--- config.mk ---
export PLATFORM = sky130hd
export DESIGN_NAME = dcache_main_pipe_resp_router_flat
export DESIGN_NICKNAME = d
export VERILOG_FILES = /design/src/rtl/dcache_main_pipe_resp_router_pkg.sv /design/src/rtl/dcache_main_pipe_resp_router_if.sv /design/src/rtl/dcache_main_pipe_resp_router_fifo.sv /design/src/rtl/dcache_main_pipe_resp_router.sv /design/src/flat_wrapper.sv
export SDC_FILE = /design/constraint.sdc
export NUM_CORES = 1
export LEC_CHECK = 0
export CAP_MARGIN = 20
export CORE_ASPECT_RATIO = 0.9
export CORE_MARGIN = 3
export CORE_UTILIZATION = 50
export CTS_CLUSTER_SIZE = 24
export DETAILED_ROUTE_END_ITERATION = 16
export PLACE_DENSITY_LB_ADDON = 0.15
export SLEW_MARGIN = 20
export SYNTH_ARGS = -nofsm -noshare
export SYNTH_HDL_FRONTEND = slang
export SYNTH_SLANG_ARGS = --single-unit
--- constraint.sdc ---
create_clock -name clock -period 4.9 [get_ports clock]
set_clock_uncertainty 0.15 [all_clocks]
set_input_delay 1.47 -clock clock [delete_from_list [all_inputs] [get_ports clock]]
set_output_delay 1.47 -clock clock [all_outputs]
set_load 0.005 [all_outputs]
--- src/rtl/dcache_main_pipe_resp_router_pkg.sv ---
// Shared definitions for the DCache main-pipe response return path.
// Holds the source codes, the miss-id width and the atomics response entry layout.
package dcache_resp_pkg;

  // Source codes carried with a main-pipe response.
  localparam logic [3:0] SRC_MISS    = 4'h0;
  localparam logic [3:0] SRC_REPLACE = 4'h1;
  localparam logic [3:0] SRC_AMO     = 4'h2;

  localparam int MISS_ID_W   = 2;
  localparam int RESP_DATA_W = 64;

  // One buffered atomics response. The FIFO stores the same bit layout
  // {data, error, replay} as a flat vector so that other data widths still work.
  typedef struct packed {
    logic [RESP_DATA_W-1:0] data;
    logic                   error;
    logic                   replay;
  } amo_resp_entry_t;

endpackage

--- src/rtl/dcache_main_pipe_resp_router_if.sv ---
// Bus bundle between the main pipe, miss queue, atomics unit and the router.
// The slave modport is the router's view; the master modport is its environment.
interface dcache_main_pipe_resp_router_if
  import dcache_resp_pkg::*;
#(
  parameter int AMO_FIFO_DEPTH = 2,
  parameter int DATA_W         = 64
);
  localparam int CNT_W = $clog2(AMO_FIFO_DEPTH + 1);

  logic                 amo_req_fire;
  logic                 amo_req_allow;
  logic                 pipe_resp_valid;
  logic                 pipe_resp_ready;
  logic [3:0]           pipe_resp_source;
  logic [MISS_ID_W-1:0] pipe_resp_miss_id;
  logic [DATA_W-1:0]    pipe_resp_data;
  logic                 pipe_resp_error;
  logic                 pipe_resp_replay;
  logic                 miss_resp_valid;
  logic [MISS_ID_W-1:0] miss_resp_id;
  logic                 miss_resp_error;
  logic                 amo_resp_valid;
  logic                 amo_resp_ready;
  logic [DATA_W-1:0]    amo_resp_data;
  logic                 amo_resp_error;
  logic                 amo_resp_replay;
  logic [CNT_W-1:0]     amo_outstanding;
  logic                 err_unexpected_amo;

  modport slave (
    input  amo_req_fire, pipe_resp_valid, pipe_resp_source, pipe_resp_miss_id,
           pipe_resp_data, pipe_resp_error, pipe_resp_replay, amo_resp_ready,
    output amo_req_allow, pipe_resp_ready, miss_resp_valid, miss_resp_id,
           miss_resp_error, amo_resp_valid, amo_resp_data, amo_resp_error,
           amo_resp_replay, amo_outstanding, err_unexpected_amo
  );

  modport master (
    output amo_req_fire, pipe_resp_valid, pipe_resp_source, pipe_resp_miss_id,
           pipe_resp_data, pipe_resp_error, pipe_resp_replay, amo_resp_ready,
    input  amo_req_allow, pipe_resp_ready, miss_resp_valid, miss_resp_id,
           miss_resp_error, amo_resp_valid, amo_resp_data, amo_resp_error,
           amo_resp_replay, amo_outstanding, err_unexpected_amo
  );

endinterface

--- src/rtl/dcache_main_pipe_resp_router_fifo.sv ---
// Small synchronous FIFO with a count register for full/empty.
// Push is ignored when full and pop is ignored when empty, so callers may
// present both freely. The head entry is visible the cycle after it is pushed.
module resp_sync_fifo #(
  parameter int DEPTH = 2,
  parameter int WIDTH = 8,
  localparam int PTR_W = (DEPTH > 1) ? $clog2(DEPTH) : 1,
  localparam int CNT_W = $clog2(DEPTH + 1)
) (
  input  logic             clk,
  input  logic             rst_n,
  input  logic             push,
  input  logic [WIDTH-1:0] push_data,
  input  logic             pop,
  output logic [WIDTH-1:0] head_data,
  output logic             full,
  output logic             empty,
  output logic [CNT_W-1:0] count
);

  logic [WIDTH-1:0] mem_q [DEPTH];
  logic [WIDTH-1:0] mem_d [DEPTH];
  logic [PTR_W-1:0] wr_ptr_q, wr_ptr_d;
  logic [PTR_W-1:0] rd_ptr_q, rd_ptr_d;
  logic [CNT_W-1:0] count_q, count_d;
  logic             push_ok_s;
  logic             pop_ok_s;

  assign full      = (count_q == CNT_W'(DEPTH));
  assign empty     = (count_q == {CNT_W{1'b0}});
  assign count     = count_q;
  assign head_data = mem_q[rd_ptr_q];

  // Next-state for storage, pointers and occupancy.
  always_comb begin
    push_ok_s = push & ~full;
    pop_ok_s  = pop & ~empty;
    mem_d     = mem_q;
    if (push_ok_s) begin
      mem_d[wr_ptr_q] = push_data;
    end else begin
      mem_d = mem_q;
    end
    wr_ptr_d = push_ok_s ? (wr_ptr_q + PTR_W'(1)) : wr_ptr_q;
    rd_ptr_d = pop_ok_s  ? (rd_ptr_q + PTR_W'(1)) : rd_ptr_q;
    case ({push_ok_s, pop_ok_s})
      2'b10:   count_d = count_q + CNT_W'(1);
      2'b01:   count_d = count_q - CNT_W'(1);
      default: count_d = count_q;
    endcase
  end

  // FIFO state registers; reset empties the buffer and zeroes storage.
  always_ff @(posedge clk or negedge rst_n) begin
    if (!rst_n) begin
      mem_q    <= '{default: '0};
      wr_ptr_q <= '0;
      rd_ptr_q <= '0;
      count_q  <= '0;
    end else begin
      mem_q    <= mem_d;
      wr_ptr_q <= wr_ptr_d;
      rd_ptr_q <= rd_ptr_d;
      count_q  <= count_d;
    end
  end

endmodule

--- src/rtl/dcache_main_pipe_resp_router.sv ---
// Routes main-pipe responses back to their originator: miss responses leave
// as a registered one-cycle pulse, atomics responses are buffered in a FIFO.
// Atomics issue is credit-gated so that every outstanding request always has
// a free FIFO slot waiting for its response.
module dcache_main_pipe_resp_router
  import dcache_resp_pkg::*;
#(
  parameter int         AMO_FIFO_DEPTH = 2,
  parameter int         DATA_W         = 64,
  parameter logic [3:0] SRC_AMO        = 4'h2
) (
  input logic                           clock,
  input logic                           reset,
  dcache_main_pipe_resp_router_if.slave bus
);

  localparam int CNT_W   = $clog2(AMO_FIFO_DEPTH + 1);
  localparam int ENTRY_W = DATA_W + 2;

  logic [CNT_W-1:0]     outstanding_q, outstanding_d;
  logic                 err_q, err_d;
  logic                 miss_valid_q, miss_valid_d;
  logic [MISS_ID_W-1:0] miss_id_q, miss_id_d;
  logic                 miss_err_q, miss_err_d;

  logic                 fifo_full_s;
  logic                 fifo_empty_s;
  logic [CNT_W-1:0]     fifo_count_s;
  logic [ENTRY_W-1:0]   fifo_head_s;
  logic [ENTRY_W-1:0]   push_entry_s;
  logic                 pipe_ready_s;
  logic                 accept_s;
  logic                 is_amo_s;
  logic                 amo_push_s;
  logic                 amo_drop_s;
  logic                 miss_acc_s;
  logic                 allow_s;
  logic                 fire_ok_s;
  logic                 fire_bad_s;
  logic                 amo_pop_s;

  // Response classification, credit accounting and next-state of the outputs.
  always_comb begin
    pipe_ready_s = ~fifo_full_s;
    accept_s     = bus.pipe_resp_valid & pipe_ready_s;
    is_amo_s     = (bus.pipe_resp_source == SRC_AMO);
    amo_push_s   = accept_s & is_amo_s & (outstanding_q != {CNT_W{1'b0}});
    amo_drop_s   = accept_s & is_amo_s & (outstanding_q == {CNT_W{1'b0}});
    miss_acc_s   = accept_s & ~is_amo_s;
    allow_s      = ({1'b0, outstanding_q} + {1'b0, fifo_count_s}) < (CNT_W+1)'(AMO_FIFO_DEPTH);
    fire_ok_s    = bus.amo_req_fire & allow_s;
    fire_bad_s   = bus.amo_req_fire & ~allow_s;
    amo_pop_s    = ~fifo_empty_s & bus.amo_resp_ready;
    push_entry_s = {bus.pipe_resp_data, bus.pipe_resp_error, bus.pipe_resp_replay};

    case ({fire_ok_s, amo_push_s})
      2'b10:   outstanding_d = outstanding_q + CNT_W'(1);
      2'b01:   outstanding_d = outstanding_q - CNT_W'(1);
      default: outstanding_d = outstanding_q;
    endcase

    err_d        = err_q | amo_drop_s | fire_bad_s;
    miss_valid_d = miss_acc_s;
    miss_id_d    = miss_acc_s ? bus.pipe_resp_miss_id : {MISS_ID_W{1'b0}};
    miss_err_d   = miss_acc_s & bus.pipe_resp_error;
  end

  // Credit counter, sticky protocol error and the miss-response pulse.
  always_ff @(posedge clock or negedge reset) begin
    if (!reset) begin
      outstanding_q <= '0;
      err_q         <= 1'b0;
      miss_valid_q  <= 1'b0;
      miss_id_q     <= '0;
      miss_err_q    <= 1'b0;
    end else begin
      outstanding_q <= outstanding_d;
      err_q         <= err_d;
      miss_valid_q  <= miss_valid_d;
      miss_id_q     <= miss_id_d;
      miss_err_q    <= miss_err_d;
    end
  end

  resp_sync_fifo #(
    .DEPTH (AMO_FIFO_DEPTH),
    .WIDTH (ENTRY_W)
  ) u_amo_fifo (
    .clk       (clock),
    .rst_n     (reset),
    .push      (amo_push_s),
    .push_data (push_entry_s),
    .pop       (amo_pop_s),
    .head_data (fifo_head_s),
    .full      (fifo_full_s),
    .empty     (fifo_empty_s),
    .count     (fifo_count_s)
  );

  assign bus.pipe_resp_ready    = pipe_ready_s;
  assign bus.amo_req_allow      = allow_s;
  assign bus.amo_outstanding    = outstanding_q;
  assign bus.err_unexpected_amo = err_q;
  assign bus.miss_resp_valid    = miss_valid_q;
  assign bus.miss_resp_id       = miss_id_q;
  assign bus.miss_resp_error    = miss_err_q;
  assign bus.amo_resp_valid     = ~fifo_empty_s;
  assign bus.amo_resp_data      = fifo_head_s[ENTRY_W-1:2];
  assign bus.amo_resp_error     = fifo_head_s[1];
  assign bus.amo_resp_replay    = fifo_head_s[0];

endmodule

--- src/flat_wrapper.sv ---
// flat-port wrapper written by rule: the top's interface ports become plain ports
module dcache_main_pipe_resp_router_flat import dcache_resp_pkg::*;
#(
  parameter int         AMO_FIFO_DEPTH = 2,
  parameter int         DATA_W         = 64,
  parameter logic [3:0] SRC_AMO        = 4'h2
)
  (clock, reset, bus_amo_req_fire, bus_pipe_resp_valid, bus_pipe_resp_source, bus_pipe_resp_miss_id, bus_pipe_resp_data, bus_pipe_resp_error, bus_pipe_resp_replay, bus_amo_resp_ready, bus_amo_req_allow, bus_pipe_resp_ready, bus_miss_resp_valid, bus_miss_resp_id, bus_miss_resp_error, bus_amo_resp_valid, bus_amo_resp_data, bus_amo_resp_error, bus_amo_resp_replay, bus_amo_outstanding, bus_err_unexpected_amo);
  dcache_main_pipe_resp_router_if #(.AMO_FIFO_DEPTH(AMO_FIFO_DEPTH), .DATA_W(DATA_W)) bus_i ();
  input logic clock;
  input logic reset;
  input wire logic [$bits(bus_i.amo_req_fire)-1:0] bus_amo_req_fire;
  input wire logic [$bits(bus_i.pipe_resp_valid)-1:0] bus_pipe_resp_valid;
  input wire logic [$bits(bus_i.pipe_resp_source)-1:0] bus_pipe_resp_source;
  input wire logic [$bits(bus_i.pipe_resp_miss_id)-1:0] bus_pipe_resp_miss_id;
  input wire logic [$bits(bus_i.pipe_resp_data)-1:0] bus_pipe_resp_data;
  input wire logic [$bits(bus_i.pipe_resp_error)-1:0] bus_pipe_resp_error;
  input wire logic [$bits(bus_i.pipe_resp_replay)-1:0] bus_pipe_resp_replay;
  input wire logic [$bits(bus_i.amo_resp_ready)-1:0] bus_amo_resp_ready;
  output wire logic [$bits(bus_i.amo_req_allow)-1:0] bus_amo_req_allow;
  output wire logic [$bits(bus_i.pipe_resp_ready)-1:0] bus_pipe_resp_ready;
  output wire logic [$bits(bus_i.miss_resp_valid)-1:0] bus_miss_resp_valid;
  output wire logic [$bits(bus_i.miss_resp_id)-1:0] bus_miss_resp_id;
  output wire logic [$bits(bus_i.miss_resp_error)-1:0] bus_miss_resp_error;
  output wire logic [$bits(bus_i.amo_resp_valid)-1:0] bus_amo_resp_valid;
  output wire logic [$bits(bus_i.amo_resp_data)-1:0] bus_amo_resp_data;
  output wire logic [$bits(bus_i.amo_resp_error)-1:0] bus_amo_resp_error;
  output wire logic [$bits(bus_i.amo_resp_replay)-1:0] bus_amo_resp_replay;
  output wire logic [$bits(bus_i.amo_outstanding)-1:0] bus_amo_outstanding;
  output wire logic [$bits(bus_i.err_unexpected_amo)-1:0] bus_err_unexpected_amo;
  assign bus_i.amo_req_fire = bus_amo_req_fire;
  assign bus_i.pipe_resp_valid = bus_pipe_resp_valid;
  assign bus_i.pipe_resp_source = bus_pipe_resp_source;
  assign bus_i.pipe_resp_miss_id = bus_pipe_resp_miss_id;
  assign bus_i.pipe_resp_data = bus_pipe_resp_data;
  assign bus_i.pipe_resp_error = bus_pipe_resp_error;
  assign bus_i.pipe_resp_replay = bus_pipe_resp_replay;
  assign bus_i.amo_resp_ready = bus_amo_resp_ready;
  assign bus_amo_req_allow = bus_i.amo_req_allow;
  assign bus_pipe_resp_ready = bus_i.pipe_resp_ready;
  assign bus_miss_resp_valid = bus_i.miss_resp_valid;
  assign bus_miss_resp_id = bus_i.miss_resp_id;
  assign bus_miss_resp_error = bus_i.miss_resp_error;
  assign bus_amo_resp_valid = bus_i.amo_resp_valid;
  assign bus_amo_resp_data = bus_i.amo_resp_data;
  assign bus_amo_resp_error = bus_i.amo_resp_error;
  assign bus_amo_resp_replay = bus_i.amo_resp_replay;
  assign bus_amo_outstanding = bus_i.amo_outstanding;
  assign bus_err_unexpected_amo = bus_i.err_unexpected_amo;
  dcache_main_pipe_resp_router #(.AMO_FIFO_DEPTH(AMO_FIFO_DEPTH), .DATA_W(DATA_W), .SRC_AMO(SRC_AMO)) u_core (.clock(clock), .reset(reset), .bus(bus_i));
endmodule
==> flow_summary_export.csv <==
group,metric,value,unit
clock_tree,clockBufferDepth,2,
routing,met3_length,797,µm
yosys,synth_edf_count,0,
sta,finalHoldViolCount,0,
global_route,grt-ovfl-total,0,
place,hpwl,8924,µm
layout,synthToLayoutAreaGrowth,35.32,%
global_route,grt_max_degree,99,
yosys,synthCells,402,
place,dpl.cell_count,699,
clock_tree,cts-htree-levels,4,
yosys,synth_seq_cells,143,
yosys,synth.distinct_cells,28,
clock_tree,clkTransAtPathRegs,0.05,ns
sta,worst_slew_pin_slew,0.8771,ns
yosys,synth_fp_nets,482,
critical_path,crit_path_start,"u_core.u_amo_fifo.rd_ptr_q",
sta,maxSlewHeadroom,0.4152,
routing,wl_per_cell,17.93,µm
routing,drc_errors,0,
critical_path,crit_slowest_cell,"dfrtp_2",
clock_tree,worstSkewPairLatency,0.41,ns
floorplan,num_rows,38,
floorplan,io_pins,153,
routing,drt_iter0_markers,143,
critical_path,critPathMaxFanout,41,
critical_path,worstPathCellList,"buf_12 > mux2_2 > clkdlybuf4s50_1",
floorplan,die_area,13910,µm²
place,gp_congestion,0.7466,
critical_path,required,3.28,ns
global_route,grt_pass1_vias,4362,
sta,maxSlewViolCount,0,
layout,drive_above_1_share,0.3363,
critical_path,rr_startpoint,"u_core.u_amo_fifo.count[0]",
global_route,track_usage,0.1991,
critical_path,critPathCaptureType,"output pin",
sta,fin_crit,4.042,ns
routing,dr.max_layer_used,"met4",
layout,final_cell_mix,"clkdlybuf4s50_1, mux2_2, dfrtp_1, mux2_1, clkbuf_16",
clock_tree,cts_tree,"done",
place,dp_slack,0.9571,ns
critical_path,critPathArrivalTime,2.42,ns
routing,wirelength,13110,µm
routing,met1_length,5102,µm
clock_tree,numCtsBuffers,17,
routing,wl_met2,7042,µm
layout,antenna_cells,0,
critical_path,path_class,"register to output pin",
run,drv_cap,0,
power_and_ir_drop,total_power,5.025,mW
critical_path,crit_path_max_incr_delay,0.79,ns
sta,rsz0062_at_grt,"no",
place,io_buffers,152,
critical_path,critPathLaunchType,"register",
yosys,netlist_area,6266,µm²
power_and_ir_drop,p_leak,3.886,nW
sta,timing.fmax,247.4,MHz
power_and_ir_drop,ir_worst_vdd,298.5,µV
floorplan,start_util,0.5148,
critical_path,reg2reg_to,"u_core.bus.amo_outstanding[1]",
critical_path,ff2ff_setup_slack,2.68,ns
layout,fin_nets,638,
yosys,syn_avg_cell_area,15.59,µm²
sta,finalSetupViolCount,0,
clock_tree,cts_setup_buffers,0,
routing,ant_nets,0,
layout,final_common_cell,"clkdlybuf4s50_1",
routing,vias,3844,
routing,vias_per_cell,5.259,
layout,fillCellCount,881,
yosys,ys.warnings.count,0,
sta,worst_slack,0.8578,ns
clock_tree,ctsHoldBuffers,0,
sta,tns,0,ns
place,postPlaceCellArea,7900,µm²
clock_tree,cts_root_buf,"clkbuf_16",
floorplan,die_y,112.2,µm
global_route,grt_antenna_before_repair,0,
floorplan,die_x,124,µm
yosys,yosysSeqAreaShare,0.5711,
run_status,outcome,"complete, no violations",
yosys,async_flop_share,1.000,
clock_tree,cts-resized-gates,0,
layout,fin_cells,731,
critical_path,endpoint,"bus_amo_resp_data[59]",
layout,fin_area,8479,µm²
routing,firstDrtPassIters,4,
min_path,hold_depth,1,
critical_path,r2r_cells,7,
power_and_ir_drop,power_density,592.6,nW/µm²
min_path,worstHoldPathType,"register to register",
clock_tree,clkSinkCount,143,
yosys,synth_ff_type,"dfrtp_1",
floorplan,fp.coreArea,12170,µm²
global_route,grt_pass1_wl,21160,µm
sta,period_share,0.8249,
## cell type report
| cell class | count | area (µm²) | area share |
|---|---|---|---|
| timing repair buffer | 159 | 1588 | 0.1873 |
| sequential | 143 | 3580 | 0.4222 |
| multi-input combinational | 231 | 2510 | 0.2960 |
| tap | 160 | 200.2 | 0.02361 |
| clock buffer | 22 | 494.2 | 0.05829 |
| inverter | 6 | 22.52 | 0.002656 |
| clock inverter | 10 | 85.08 | 0.01003 |
## per-stage QoR
step	utilization	hold slack [ns]
2_1_floorplan	-	0.3022
3_3_place_gp	0.6491	0.3115
3_5_place_dp	0.6491	0.3206
4_1_cts	0.6966	0.3332
5_1_grt	0.6966	0.3479
6_report	0.6966	0.3310
## worst max-delay path, delay by kind of cell, from the launching register on
| family | cells | cell delay (ns) |
|---|---|---|
| buffers and inverters | 2 | 0.80 |
| multiplexers | 1 | 0.38 |
| flip-flops | 1 | 0.79 |
## Yosys cell counts, types with 2 or more instances
cell type,count,area [µm²]
buf_6,8,90.09
buf_2,4,20.02
buf_1,3,11.26
dfrtp_1,143,3578
nor2_1,2,7.510
buf_4,2,15.01
xnor2_1,7,61.31
inv_1,6,22.52
and2_1,4,25.02
clkbuf_1,5,18.77
mux2_1,51,574.3
mux2_2,147,1655
nor4_4,2,42.54
nand2_1,3,11.26
ha_1,2,25.02
## cell families (layout without fill, tap and decap cells)
group,count (synthesis),in the layout,share of synthesized area
compound gates,5,5,0.005391
xor+xnor,8,8,0.01118
fa+ha+maj,3,3,0.007188
buf+inv,28,197,0.02835
flops,143,143,0.5711
mux,198,198,0.3558
simple gates,17,17,0.02097
## sequential cells by signal (all words and copies together), names as in the netlist
signal	flops
u_core.u_amo_fifo.count	2
u_core.bus.miss_resp_id	2
u_core.u_amo_fifo.rd_ptr_q	1
u_core.bus.miss_resp_valid	1
u_core.bus.err_unexpected_amo	1
u_core.u_amo_fifo.mem_q	132
u_core.bus.miss_resp_error	1
u_core.u_amo_fifo.wr_ptr_q	1
u_core.bus.amo_outstanding	2
## power breakdown
| part | internal, mW | switching [mW] | total, mW |
|---|---|---|---|
| clock | 0.760 | 0.463 | 1.22 |
| sequential | 1.65 | 0.289 | 1.94 |
| combinational | 1.27 | 0.598 | 1.86 |
## how the worst min path moves through the flow
stage                                  from                           end
3_3_place_gp    u_core.u_amo_fifo.mem_q[38]   u_core.u_amo_fifo.mem_q[38]
3_5_place_dp    u_core.u_amo_fifo.mem_q[29]   u_core.u_amo_fifo.mem_q[29]
4_1_cts        u_core.u_amo_fifo.mem_q[121]  u_core.u_amo_fifo.mem_q[121]
6_report        u_core.u_amo_fifo.mem_q[46]   u_core.u_amo_fifo.mem_q[46]
5_1_grt         u_core.u_amo_fifo.mem_q[40]   u_core.u_amo_fifo.mem_q[40]
2_1_floorplan   u_core.u_amo_fifo.mem_q[14]   u_core.u_amo_fifo.mem_q[14]
## layer usage
layer  vias up  track usage
met1      2003       0.2235
met2        90       0.3485
li1       1739            -
met4         0      0.06715
met5         -            0
met3        12      0.07204
(Power assumes the default switching activity.)
